## src/rtl/uart_rx_fifo.sv

```systemverilog
// uart_rx_fifo: 8N1 UART receiver feeding a show-ahead byte FIFO with sticky overrun/frame flags.
// Define UART_RX_GLITCH_FILTER_EN to add a 3-sample majority filter after the synchronizer.
module uart_rx_fifo #(
    parameter int FIFO_DEPTH = 16,
    parameter int DIV_W      = 16
) (
    input  logic                            clk,
    input  logic                            rst,
    input  logic                            rx,
    input  logic [DIV_W-1:0]                div,
    input  logic                            rd_en,
    output logic [7:0]                      rd_data,
    output logic                            rd_valid,
    output logic [$clog2(FIFO_DEPTH):0]     level,
    output logic                            overrun,
    output logic                            frame_err,
    input  logic                            clr_err
);
    localparam int AW = $clog2(FIFO_DEPTH);
    localparam int LW = AW + 1;

    typedef enum logic [1:0] {IDLE, START, DATA, STOP} state_t;

    state_t             state, nxt;
    logic               s1, s2, line, line_d, fall, tick, push, ferr_set, wr, rd, full;
    logic [DIV_W-1:0]   div_l, cnt, tgt;
    logic [2:0]         bit_cnt;
    logic [7:0]         sh;
    logic [AW-1:0]      wp, rp;
    logic [7:0]         mem [FIFO_DEPTH];

    always_ff @(posedge clk or posedge rst)
        if (rst) {s1, s2} <= 2'b11;
        else     {s1, s2} <= {rx, s1};

`ifdef UART_RX_GLITCH_FILTER_EN
    logic [1:0] hist;
    always_ff @(posedge clk or posedge rst)
        if (rst) begin
            hist <= 2'b11;
            line <= 1'b1;
        end else begin
            hist <= {hist[0], s2};
            line <= (s2 & hist[0]) | (s2 & hist[1]) | (hist[0] & hist[1]);
        end
`else
    assign line = s2;
`endif

    assign fall = line_d & ~line;
    // START waits half a bit so every later sample lands mid-bit
    assign tgt  = (state == START) ? {1'b0, div_l[DIV_W-1:1]} : div_l;
    assign tick = (cnt == tgt - 1'b1);

    always_comb begin
        nxt      = state;
        push     = 1'b0;
        ferr_set = 1'b0;
        case (state)
            IDLE:  nxt = fall ? START : IDLE;
            START: nxt = tick ? (line ? IDLE : DATA) : START;
            DATA:  nxt = (tick && bit_cnt == 3'd7) ? STOP : DATA;
            STOP: begin
                nxt      = tick ? IDLE : STOP;
                push     = tick & line;
                ferr_set = tick & ~line;
            end
            default: nxt = IDLE;
        endcase
    end

    always_ff @(posedge clk or posedge rst)
        if (rst) begin
            state   <= IDLE;
            line_d  <= 1'b1;
            cnt     <= '0;
            bit_cnt <= '0;
            sh      <= '0;
            div_l   <= DIV_W'(4);
        end else begin
            state   <= nxt;
            line_d  <= line;
            cnt     <= (state == IDLE || tick) ? '0 : cnt + 1'b1;
            bit_cnt <= (state == IDLE) ? 3'd0 : (state == DATA && tick) ? bit_cnt + 3'd1 : bit_cnt;
            sh      <= (state == DATA && tick) ? {line, sh[7:1]} : sh;
            if (state == IDLE && fall)
                div_l <= (div < DIV_W'(4)) ? DIV_W'(4) : div;
        end

    assign full     = (level == LW'(FIFO_DEPTH));
    assign rd       = rd_en & rd_valid;
    // a full FIFO still accepts a byte when the same cycle frees a slot
    assign wr       = push & (~full | rd);
    assign rd_valid = (level != '0);
    assign rd_data  = rd_valid ? mem[rp] : 8'h00;

    always_ff @(posedge clk)
        if (wr) mem[wp] <= sh;

    always_ff @(posedge clk or posedge rst)
        if (rst) begin
            wp        <= '0;
            rp        <= '0;
            level     <= '0;
            overrun   <= 1'b0;
            frame_err <= 1'b0;
        end else begin
            wp        <= wr ? wp + 1'b1 : wp;
            rp        <= rd ? rp + 1'b1 : rp;
            level     <= level + LW'(wr) - LW'(rd);
            overrun   <= (push & ~wr) ? 1'b1 : clr_err ? 1'b0 : overrun;
            frame_err <= ferr_set ? 1'b1 : clr_err ? 1'b0 : frame_err;
        end
endmodule

```

## config.mk

```make
export PLATFORM = sky130hd
export DESIGN_NAME = uart_rx_fifo
export DESIGN_NICKNAME = d
export VERILOG_FILES = /design/src/rtl/uart_rx_fifo.sv
export SDC_FILE = /design/constraint.sdc
export NUM_CORES = 1
export LEC_CHECK = 0
export BUFFER_PORTS_ARGS = -buffer_cell sky130_fd_sc_hd__buf_2
export CAP_MARGIN = 20
export CORE_MARGIN = 5
export CORE_UTILIZATION = 35
export CTS_CLUSTER_DIAMETER = 50
export DETAILED_ROUTE_END_ITERATION = 12
export GPL_TIMING_DRIVEN = 1
export SYNTH_ARGS = -nofsm -noshare
export SYNTH_HDL_FRONTEND = slang
export SYNTH_SLANG_ARGS = --single-unit
```

## constraint.sdc

```tcl
create_clock -name clk -period 11.6 [get_ports clk]
set_input_delay 1.74 -clock clk [delete_from_list [all_inputs] [get_ports clk]]
set_output_delay 1.74 -clock clk [all_outputs]
set_load 0.05 [all_outputs]
```

==> results by group <==
Synth
  – Sequential share of the synthesized area: roughly 60%
  – Post-synth EDFFs: approximately 130
  – Synth cell count leaders: 128 x edfxtp_1, 62 x nand2_1, 59 x dfrtp_1
  – Synth Warn #: 0
  – Mean Syn Cell Area: 14.0 sq um
  – Top_reg_cell synth: edfxtp_1
  – #FFs+latches synth: 191
  – Async set-or-reset flop fraction in the synthesized netlist: around 33%
  – Synthesized area: approximately 9000 sq um
  – Largest area contributor in the netlist: edfxtp_1
  – Largest cells by area after synthesis: edfxtp_1 43%, dfrtp_1 16%, mux4_2 10%
  – Synthesized Nets: just under 700
  – Share of the synthesized area in the top cell type: between 40 and 50%
  – Top-count cell post-synth: edfxtp_1
  – Mapped Cells: around 650
  – Synth unique cells: 73

Clock network
  – CTS tree: yes
  – CTS Buf Count: 17
  – Worst-path clk slew: roughly 0.070 ns
  – CTS resizes: 0
  – Post-CTS Hold Buffers: 0
  – Worst-Skew Late Latency: 0.43 ns
  – Worst-case clock buffer depth: 2
  – Post-CTS Setup Inserts: 0
  – Root Driver: clkbuf_16
  – H-tree depth: 4
  – CTS sink count: around 190

STA
  – Worst Skew: about 0.017 ns
  – Worst-Margin Slew: ~0.91 ns
  – Setup TNS: 0 ns
  – Final hold vios: 0
  – Slew HR: a little under two fifths
  – Fin crit share: between 50% and 60%
  – Max Transition Viols Final: 0
  – Endpoints failing setup: 0
  – Highest achievable clock rate: 0.170 GHz
  – RSZ-0062 raised after global routing: false
  – Fin crit period: about 6 ns

Die
  – Core ar.: ~25,000 sq um
  – Die H: approximately 170 microns
  – Die width: ~170 microns
  – Initial Util: between 30% and 40%
  – Num ports: 37
  – Die ar.: slightly below 30,000 sq um
  – Num rows: 58

Setup path
  – Crit path required time: 11.91 ns
  – Critical Path Start Type: register
  – Critical Path AT: around 6.2 ns
  – Sequence of cells on the critical path: nor2b_4, mux2i_1, ha_1, o211ai_2, nor2_1, nor4bb_1, o221ai_1, or4b_1, nor3_4, inv_1, ha_1, inv_1, ha_1, inv_1, fa_1, inv_1, a21oi_1, nor2_1, nor2_1, xnor2_1
  – CP Max Fanout: 31
  – Setup CP Type: reg2reg
  – CP peak stage delay: 0.80 ns
  – Most frequent CP cell: inv_1
  – Critical-path top delay cell: nor2b_4
  – Setup crit end kind: register

Pwr
  – Sw Ratio: a little over a third
  – Sequential power share: about 43%
  – Clock network fraction of design power: between 20% and 30%
  – PD cells: ~210 nW/um^2
  – Max rail drop VDD: roughly 0.14 mV
  – Internal cell power: between 1000 and 1500 uW
  – Gate power share: 29.2%
  – Psw: 767 uW
  – P_leak: roughly 0.0038 uW

Worst hold path
  – Hold Path Class: reg2reg

Global route
  – First-pass GRT wire length: approximately 30 mm
  – Antenna violations before repair: 0
  – Pin count of the biggest net entering global routing: 64
  – Vias in the first global route: 5,278
  – Overflow after GRT: 0
  – Total GRT Usage: 12.9%

Final layout
  – Syn-to-layout area delta: 11.9%
  – Util after Layout: about two fifths
  – Fraction of layout cells with a size suffix above 1: around a fifth
  – # diodes: 0
  – NumNets Final: between 700 and 800

Job
  – MaxCap Viol Count: 0

Route
  – Via Count: approximately 5.2k
  – Drt total wl: roughly 18 mm
  – ANT nets after route: 0
  – Number of DRC markers in iteration 0: 370
  – Drt pass-1 iters: 4
  – # DRC: 0
  – Vias per cell: a little over 5
  – Avg WL per Cell: approximately 18 microns

Placement
  – Final HPWL DP: 12.0 mm
  – # port buffers: 36
  – Global placer's final weighted congestion: around 0.77

Status
  – Status: complete, no violations
state kept, by name, indices dropped and copies added (netlist names), 2 cells and up:
name and count:
bit_cnt 3, wp 4, state 2, mem 128, cnt 16, level 5, div_l 16, sh 8
rp 4
layer usage:
metal | global-route usage, % | routed length [microns] | share of wire (%) | up-vias
li1 | - | - | - | 2479
met1 | 17.8 | 8470 | 47 | 2633
met2 | 21.4 | 8750 | 49 | 81
met3 | 2.52 | 537 | 3.0 | 13
met4 | 2.95 | 134 | 0.75 | 0
met5 | 0 | 0 | 0 | -
critical path: cells and delay by family (launching register included):
| kind | cells | cell delay [ns] |
|---|---|---|
| mux | 1 | 0.37 |
| fa+ha+maj | 4 | 1.10 |
| compound gates | 3 | 0.46 |
| xor+xnor | 1 | 0.12 |
| buf+inv | 4 | 0.26 |
| simple gates | 7 | 2.78 |
| flops | 1 | 0.64 |
cells by family (layout without fill, tap and decap cells):
group / after synthesis / count (layout) / synth area share, %
AND/OR/NAND/NOR: 215 / 215 / 13.2
flip-flops: 191 / 191 / 60.0
AO/OA/AOI/OAI: 68 / 68 / 5.51
multiplexers: 61 / 61 / 12.5
buffers and inverters: 59 / 97 / 2.92
XOR/XNOR: 37 / 37 / 3.59
adder cells (fa/ha/maj): 16 / 16 / 2.30
power groups by stage:
stage               sequential, uW  clock, uW  combinational [uW]
global route                   914        636                 679
global placement               914          0                 617
floorplan                      868          0                 529
detailed placement             915          0                 622
finish                         899        589                 614
CTS                            900        604                 625
area by class of cell:
cell class / count / area (sq um)
inverters: 25 / 93.8
well taps: 330 / 413
flip-flops and latches: 191 / 5430
multi-input cells: 397 / 3360
repair buffers: 40 / 210
fillers: 2331 / 15200
clock buffers: 17 / 425
clock inverters: 15 / 186
cell usage in the layout (no fill, tap or decap), drive strengths merged, types with 6 or more instances in the layout:
| master | count |
|---|---|
| nand4 | 7 |
| a21oi | 14 |
| and2 | 8 |
| o211ai | 8 |
| xnor2 | 22 |
| mux2 | 12 |
| nand3 | 10 |
| clkinv | 8 |
| nor2 | 34 |
| nor4 | 7 |
| nor3 | 10 |
| nand2b | 8 |
| xor2 | 15 |
| nor2b | 20 |
| mux2i | 9 |
| edfxtp | 128 |
| inv | 32 |
| dfrtp | 59 |
| ha | 15 |
| clkbuf | 17 |
| and3 | 20 |
| o21ai | 13 |
| nand3b | 6 |
| nand2 | 62 |
| mux4 | 40 |
| buf | 40 |
final timing paths:
path                            startpoint  endpoint  slack (ns)  cells after the start
worst min register to register          s1      line        0.36                      0
worst min-delay path                    s1      line        0.36                      0
min in group asynchronous              rst    cnt[4]        1.55                      3
worst max register to register    state[0]  level[4]        5.73                     20
max in group asynchronous              rst     rp[0]        9.47                      3
worst max-delay path              state[0]  level[4]        5.73                     20
stage by stage:
stage	worst slack [ns]	cell area, sq um	std cells	total power (uW)	hold WS (ns)
5_1_grt	5.32	10100	1015	2230	0.369
6_report	5.73	10100	1015	2100	0.357
2_1_floorplan	6.90	9040	647	1400	0.345
3_3_place_gp	5.96	9500	983	1530	0.348
4_1_cts	5.75	10100	1015	2130	0.357
3_5_place_dp	5.76	9500	983	1540	0.348
Power figures use the tool's default switching activity.
